## src/rtl/alu_sequencer_if.sv

```systemverilog
// Request/grant and control-unit handshake bundle for alu_sequencer.
interface alu_sequencer_if;
  logic [1:0] req;
  logic [1:0] op0;
  logic [1:0] op1;
  logic [1:0] gnt;
  logic [1:0] done;
  logic       err;
  logic       busy;
  logic       bgn_as;
  logic       bgn_mul;
  logic       bgn_div;
  logic       s;
  logic       stop_as;
  logic       stop_mul;
  logic       stop_div;

  // slave: the sequencer itself
  modport slave (
    input  req, op0, op1, stop_as, stop_mul, stop_div,
    output gnt, done, err, busy, bgn_as, bgn_mul, bgn_div, s
  );

  // master: requesters plus control units driving the sequencer
  modport master (
    output req, op0, op1, stop_as, stop_mul, stop_div,
    input  gnt, done, err, busy, bgn_as, bgn_mul, bgn_div, s
  );
endinterface

```

## src/rtl/alu_sequencer.sv

```systemverilog
// Two-requester round-robin sequencer that launches add/sub, mul or div
// control units and waits for their stop with a watchdog timeout.
module alu_sequencer #(
  parameter int unsigned TIMEOUT = 64
) (
  input  logic           clk,
  input  logic           rst_b,
  alu_sequencer_if.slave bus
);
  localparam logic [7:0] WD_LAST = 8'(TIMEOUT - 1);

  typedef enum logic [1:0] {IDLE, START, WAIT, RESP} state_t;

  state_t     state, nxt;
  logic       prio;
  logic       sel;
  logic       err_q;
  logic [1:0] opc;
  logic [7:0] wdog;
  logic       pick;
  logic       unit_stop;
  logic       wd_last;
  logic [1:0] sel_oh;

  always_comb begin
    pick = bus.req[1];
    if (bus.req == 2'b11) pick = prio;
  end

  // only the unit launched for the latched opcode may end the wait
  always_comb begin
    unit_stop = bus.stop_as;
    if (opc == 2'b10)      unit_stop = bus.stop_mul;
    else if (opc == 2'b11) unit_stop = bus.stop_div;
  end

  assign wd_last = (wdog == WD_LAST);
  assign sel_oh  = sel ? 2'b10 : 2'b01;

  always_ff @(posedge clk) begin
    if (!rst_b) state <= IDLE;
    else        state <= nxt;
  end

  always_comb begin
    nxt = state;
    case (state)
      IDLE:    if (|bus.req) nxt = START;
      START:   nxt = WAIT;
      WAIT:    if (unit_stop || wd_last) nxt = RESP;
      RESP:    nxt = IDLE;
      default: nxt = IDLE;
    endcase
  end

  always_ff @(posedge clk) begin
    if (!rst_b) begin
      prio  <= 1'b0;
      sel   <= 1'b0;
      opc   <= 2'b00;
      wdog  <= 8'd0;
      err_q <= 1'b0;
    end else begin
      case (state)
        IDLE: if (|bus.req) begin
          sel <= pick;
          opc <= pick ? bus.op1 : bus.op0;
        end
        START: wdog <= 8'd0;
        // completion wins over a simultaneous watchdog terminal
        WAIT: begin
          if (unit_stop)    err_q <= 1'b0;
          else if (wd_last) err_q <= 1'b1;
          else              wdog  <= wdog + 8'd1;
        end
        RESP:    prio <= ~sel;
        default: ;
      endcase
    end
  end

  always_comb begin
    bus.gnt     = 2'b00;
    bus.done    = 2'b00;
    bus.err     = 1'b0;
    bus.busy    = (state != IDLE);
    bus.bgn_as  = 1'b0;
    bus.bgn_mul = 1'b0;
    bus.bgn_div = 1'b0;
    bus.s       = !(state != IDLE && opc == 2'b01);
    case (state)
      START: begin
        bus.gnt     = sel_oh;
        bus.bgn_as  = ~opc[1];
        bus.bgn_mul = (opc == 2'b10);
        bus.bgn_div = (opc == 2'b11);
      end
      WAIT: bus.gnt = sel_oh;
      RESP: begin
        bus.gnt  = sel_oh;
        bus.done = sel_oh;
        bus.err  = err_q;
      end
      default: ;
    endcase
  end
endmodule

```

## src/flat_wrapper.sv

```systemverilog
// flat-port wrapper written by rule: the top's interface ports become plain ports
module alu_sequencer_flat 
#(
  parameter int unsigned TIMEOUT = 64
)
  (clk, rst_b, bus_req, bus_op0, bus_op1, bus_stop_as, bus_stop_mul, bus_stop_div, bus_gnt, bus_done, bus_err, bus_busy, bus_bgn_as, bus_bgn_mul, bus_bgn_div, bus_s);
  alu_sequencer_if bus_i ();
  input  logic clk;
  input  logic rst_b;
  input wire logic [$bits(bus_i.req)-1:0] bus_req;
  input wire logic [$bits(bus_i.op0)-1:0] bus_op0;
  input wire logic [$bits(bus_i.op1)-1:0] bus_op1;
  input wire logic [$bits(bus_i.stop_as)-1:0] bus_stop_as;
  input wire logic [$bits(bus_i.stop_mul)-1:0] bus_stop_mul;
  input wire logic [$bits(bus_i.stop_div)-1:0] bus_stop_div;
  output wire logic [$bits(bus_i.gnt)-1:0] bus_gnt;
  output wire logic [$bits(bus_i.done)-1:0] bus_done;
  output wire logic [$bits(bus_i.err)-1:0] bus_err;
  output wire logic [$bits(bus_i.busy)-1:0] bus_busy;
  output wire logic [$bits(bus_i.bgn_as)-1:0] bus_bgn_as;
  output wire logic [$bits(bus_i.bgn_mul)-1:0] bus_bgn_mul;
  output wire logic [$bits(bus_i.bgn_div)-1:0] bus_bgn_div;
  output wire logic [$bits(bus_i.s)-1:0] bus_s;
  assign bus_i.req = bus_req;
  assign bus_i.op0 = bus_op0;
  assign bus_i.op1 = bus_op1;
  assign bus_i.stop_as = bus_stop_as;
  assign bus_i.stop_mul = bus_stop_mul;
  assign bus_i.stop_div = bus_stop_div;
  assign bus_gnt = bus_i.gnt;
  assign bus_done = bus_i.done;
  assign bus_err = bus_i.err;
  assign bus_busy = bus_i.busy;
  assign bus_bgn_as = bus_i.bgn_as;
  assign bus_bgn_mul = bus_i.bgn_mul;
  assign bus_bgn_div = bus_i.bgn_div;
  assign bus_s = bus_i.s;
  alu_sequencer #(.TIMEOUT(TIMEOUT)) u_core (.clk(clk), .rst_b(rst_b), .bus(bus_i));
endmodule
```

## config.mk

```make
export PLATFORM = sky130hd
export DESIGN_NAME = alu_sequencer_flat
export DESIGN_NICKNAME = d
export VERILOG_FILES = /design/src/rtl/alu_sequencer_if.sv /design/src/rtl/alu_sequencer.sv /design/src/flat_wrapper.sv
export SDC_FILE = /design/constraint.sdc
export NUM_CORES = 1
export LEC_CHECK = 0
export ABC_AREA = 1
export BUFFER_PORTS_ARGS = -buffer_cell sky130_fd_sc_hd__buf_4
export CAP_MARGIN = 20
export CORE_AREA = 2 2 58 73
export DETAILED_ROUTE_END_ITERATION = 12
export DIE_AREA = 0 0 60 75
export HOLD_SLACK_MARGIN = 0.08
export PLACE_DENSITY = 0.55
export SLEW_MARGIN = 25
export SYNTH_ARGS = -nofsm -noshare
export SYNTH_HDL_FRONTEND = slang
export SYNTH_SLANG_ARGS = --single-unit
```

## constraint.sdc

```tcl
create_clock -name clk -period 1.3 [get_ports clk]
set_input_delay 0.065 -clock clk [delete_from_list [all_inputs] [get_ports clk]]
set_output_delay 0.065 -clock clk [all_outputs]
set_load 0.05 [all_outputs]
```

=== Word level (Yosys, flattened, before mapping) ===
Index checks and enable logic that the tools add are counted.

* Bits in registers: 15
* Bits in read-only memories: 0
* Bits in writable memories: 0
* Word-level logic and storage cells: 53
* Input bits: 11
* Output and inout port bits: 10
* Latch bits: 0
* Memories kept: 0

* $add $sub $neg: 1
* Divide/modulo/power cells: 0
* Shifts and indexed selects: 0
* Mux-type cells: 19
* Reduce and logical (&&, ||, !) cells: 13
* $mul: 0
* Equal/unequal tests: 12
* Order comparisons: 0
* Bitwise operators: 2

{| class="wikitable"
|+ Operators by type and width
! operator !! number
|-
| 8-bit 2-to-1 mux || 2
|-
| 8-bit one-hot mux with 2 select lines || 1
|-
| 2-bit 2-to-1 mux || 6
|-
| 2-bit == test, second input constant || 5
|-
| 1-bit 2-to-1 mux || 9
|-
| 8-bit by 1-bit adder with 8-bit output, second input constant || 1
|-
| 8-bit by 6-bit == test with 1-bit output, second input constant || 1
|-
| 2-bit one-hot mux with 4 select lines || 1
|-
| 2-bit AND reduction || 3
|-
| 2-bit nonzero test || 3
|-
| 2-bit by 1-bit == test with 1-bit output, second input constant || 2
|-
| 2-bit by 1-bit inequality test with 1-bit output, second input constant || 2
|-
| 2-bit inequality test, second input constant || 2
|-
| 3-bit AND reduction || 1
|-
| 3-bit OR reduction || 1
|-
| 2-bit logical NOT || 1
|-
| 1-bit inverter || 2
|-
| 2-bit OR reduction || 1
|-
| 1-bit logical AND || 1
|-
| 1-bit logical NOT || 1
|-
| 1-bit logical OR || 1
|}

=== Longest topological paths before layout ===
* Word-level depth: 6
* Depth in mapped cells: 9
* Mapped depth without buffers: 9

=== Worst setup path before layout ===
Ideal clock, no wire load.

* Path kind: reg2out
* Start point: reg u_core.state[1]
* End point: out bus_bgn_div
* Setup slack: -0.397 ns
* Arrival time: 1.632 ns
* Buffers on the path: 0
* Data required time: 1.235 ns
* Cell stages (with the launch flop): 5
* Cell sequence: dfxtp_1 -> inv_1 -> ha_1 -> inv_1 -> nor3_1

* Longest elaborated chain between the ends: 2

{| class="wikitable"
|+ RTL lines
! what !! RTL line !! text
|-
| start, declared || alu_sequencer.sv:14 || <nowiki>state_t state, nxt;</nowiki>
|-
| start signal, assigned || alu_sequencer.sv:42 || <nowiki>else state <= nxt;</nowiki>
|-
| 2-bit by 1-bit == test with 1-bit output || alu_sequencer.sv:91 || <nowiki>case (state)</nowiki>
|-
| 1-bit 2-to-1 mux || alu_sequencer.sv:91 ||
|-
| end, declared || flat_wrapper.sv:22 || <nowiki>output wire logic [$bits(bus_i.bgn_div)-1:0] bus_bgn_div;</nowiki>
|}

No other way between the ends.

=== Final worst setup path ===
* Start point: reg u_core.state[0]
* End point: out bus_s

* Longest elaborated chain between the ends: 3

{| class="wikitable"
|+ RTL lines
! what !! RTL line !! text
|-
| 2-bit nonzero test || alu_sequencer.sv:90 || <nowiki>bus.s = !(state != IDLE && opc == 2'b01);</nowiki>
|-
| 1-bit logical AND || alu_sequencer.sv:90 ||
|-
| 1-bit logical NOT || alu_sequencer.sv:90 ||
|-
| end, declared || flat_wrapper.sv:23 || <nowiki>output wire logic [$bits(bus_i.s)-1:0] bus_s;</nowiki>
|}

No other way between the ends.

==> impl_metrics.json <==
{
  "status": "complete, but fails checks",
  "violations": "negative setup slack",
  "cts_tree": "yes",
  "finalSetupViolations": 10,
  "r2r_start": "u_core.state[0]",
  "yosys.area.top_type": "dfxtp_1",
  "core_um2": 3780,
  "yosysUniqueCellTypes": 25,
  "rrSetupSlack_ns": -0.06,
  "crit_type": "flip-flop to primary output",
  "antenna_found_initial": 0,
  "cp_cell_sequence": "inv_2 -> buf_6 -> ha_4 -> clkinvlp_4 -> buf_6 -> nand3_4 -> buf_8",
  "dp_hpwl_mm": 1.93,
  "antenna-diode-count": 0,
  "drt_iter0_markers": 38,
  "ys_seq_area_share_pct": 27.2,
  "area_growth_pct": 48.9,
  "layout.nets": 217,
  "fin_ws_ns": -0.0911,
  "grt_pass1_vias": 936,
  "power_uw": 3070,
  "cp.depth": 7,
  "drcViolationCount": 0,
  "antenna_left": 0,
  "slew_headroom_pct": 85.8,
  "drive_gt1_share_pct": 42.2,
  "worst_pin_slew_ns": 0.210,
  "avgSynthCellArea_um2": 6.73,
  "die_h_um": 75,
  "required_ns": 1.24,
  "crit_path_start_kind": "flip-flop",
  "vias": 1089,
  "totalNegativeSetupSlack_ns": -0.384,
  "grt_setup_unrepaired": "yes",
  "grt-ovfl-total": 0,
  "ys_ff_latch": 15,
  "cp-endpoint": "bus_s",
  "hold_viol": 0,
  "core.rowCount": 25,
  "routed_via_density": 4.30,
  "io_pins": 21,
  "cp_max_fo": 3,
  "p_leak_uw": 0.000775,
  "cts_hold_buf": 0,
  "cts_buffers": 3,
  "routedWlPerCell_um": 10.3,
  "syn_nets": 181,
  "cts-root-buf": "clkbuf_8",
  "power_density_nw_per_um2": 1870,
  "synth_area_um2": 1100,
  "port_buffers": 20,
  "path_common_cell": "buf_6",
  "cp-end-kind": "primary output",
  "htreeDepth": 1,
  "clk_latency_ns": 0.24,
  "synthTopCellsByArea": "dfxtp_1 27%, inv_1 12%, nand2_1 10%",
  "utilization_pct": 43.4,
  "worstReg2RegEnd": "u_core.opc[1]",
  "slowest_delay_ns": 0.32,
  "cts_sinks": 15,
  "fin_crit_sh_pct": 107,
  "yosys_warnings": 0,
  "cap_violations": 0,
  "cp_top_family": "buffers and inverters",
  "min_period_ns": 1.39,
  "start_util_pct": 29.2,
  "gp_congestion": 0.771,
  "cts.clk_slew.worst_paths_ns": 0.06,
  "reg2regPathDepth": 9,
  "die_w_um": 60,
  "path_buf_inv": 5,
  "vdd_drop_max_mv": 0.597,
  "track_usage_pct": 12.0,
  "first_pass_iters": 4,
  "synth_top_area_share_pct": 27.2,
  "postSynthCellCount": 164,
  "routed_wl_mm": 2.62,
  "grt_pass1_wl_mm": 4.15,
  "startpoint": "u_core.state[0]",
  "drv_slew": 0,
  "cp.arrival_ns": 1.33,
  "hold_path_class": "input pin to flip-flop",
  "grt_max_degree": 15,
  "cts_buffer_depth": 2,
  "fmax_mhz": 719,
  "crit_slowest_cell": "dfxtp_2",
  "finClkSkew_ns": 0.00209,
  "die_area_um2": 4500
}
[synth_stat cells]
library cell	count
buf_2	1
nor2_1	18
nor2_4	2
ha_1	6
nand2_4	1
nand3_2	2
buf_6	2
nand4_1	6
dfxtp_1	15
nand4_4	1
nand2_2	5
a211oi_1	1
inv_1	36
o21a_1	1
a21oi_2	1
nand3_1	14
o21bai_1	2
nor3_1	3
o211ai_1	3
inv_2	3
and3b_1	1
o21ai_0	3
nand3_4	2
nand2_1	30
a21oi_1	5
[sequential cells by signal (all words and copies together), names as in the netlist]
register	count
u_core.prio	1
u_core.sel	1
u_core.err_q	1
u_core.state	2
u_core.wdog	8
u_core.opc	2
[layout by cell type, fill, tap and decap left out, types with 4 or more instances in the layout]
cell and instances:
inv_1 31, nand2_1 27, buf_4 21, nor2_1 15
buf_6 11, dfxtp_1 10, nand3_1 9, nand2_2 7
inv_2 6, nand4_1 6, nand3_2 5, dfxtp_2 5
nand3_4 4
[cell families after synthesis]
group                      share of synthesized area, %
DFF                                                27.2
AOI/OAI and AO/OA                                  9.18
adders and majority gates                          6.80
buffers and inverters                              15.8
and+or+nand+nor                                    41.0
[where the power goes]
group          switching, µW  internal [µW]
Clock                    166            212
Combinational           1170            905
Sequential              73.3            547
[repair_timing]
action | in CTS | in global routing
endpoints found under the setup margin | 19 | 24
gates resized for setup | 16 | 26
pin swaps | 3 | 9
hold endpoints to repair | 0 | 0
setup buffers | 2 | 2
[tightest hold or removal path, cell delays in order]
cell	delay [ns]
buf_4	0.16
nand2_1	0.07
a21oi_1	0.04
[through the flow]
step | setup WS [ns] | area, µm² | hold slack (ns) | instances
2_1_floorplan | -0.396 | 1150 | 0.241 | 164
3_3_place_gp | -0.0874 | 1420 | 0.392 | 245
3_5_place_dp | -0.110 | 1420 | 0.394 | 245
4_1_cts | -0.0651 | 1530 | 0.125 | 251
5_1_grt | -0.151 | 1640 | 0.124 | 253
6_report | -0.0911 | 1640 | 0.129 | 253
[routing by layer]
| metal | vias to the layer above | part of all wire, % | GRT usage, % | routed length [µm] |
|---|---|---|---|---|
| met5 | - | 0 | 0 | 0 |
| met4 | 0 | 2.1 | 4.20 | 56 |
| met3 | 6 | 4.2 | 1.72 | 109 |
| met2 | 28 | 49 | 20.3 | 1290 |
| met1 | 471 | 44 | 15.6 | 1160 |
| li1 | 584 | - | - | - |
[worst min-delay path by stage]
| stage | slack (ns) | cells past startpoint | from | end |
|---|---|---|---|---|
| after detailed placement | 0.39 | 3 | rst_b | u_core.state[0] |
| final | 0.13 | 3 | rst_b | u_core.state[0] |
| after floorplan | 0.24 | 2 | rst_b | u_core.wdog[1] |
| after global placement | 0.39 | 3 | rst_b | u_core.state[0] |
| after CTS | 0.13 | 3 | rst_b | u_core.state[0] |
| after global routing | 0.12 | 2 | rst_b | u_core.sel |
[final cells by class]
class / instances / area, µm²
Multi-Input combinational cell: 107 / 756
Timing Repair Buffer: 34 / 312
Inverter: 39 / 155
Tap cell: 54 / 67.6
Clock buffer: 3 / 41.3
Sequential cell: 15 / 307
Clock inverter: 1 / 5.00
Fill cell: 397 / 2140
(Power assumes the default switching activity.)
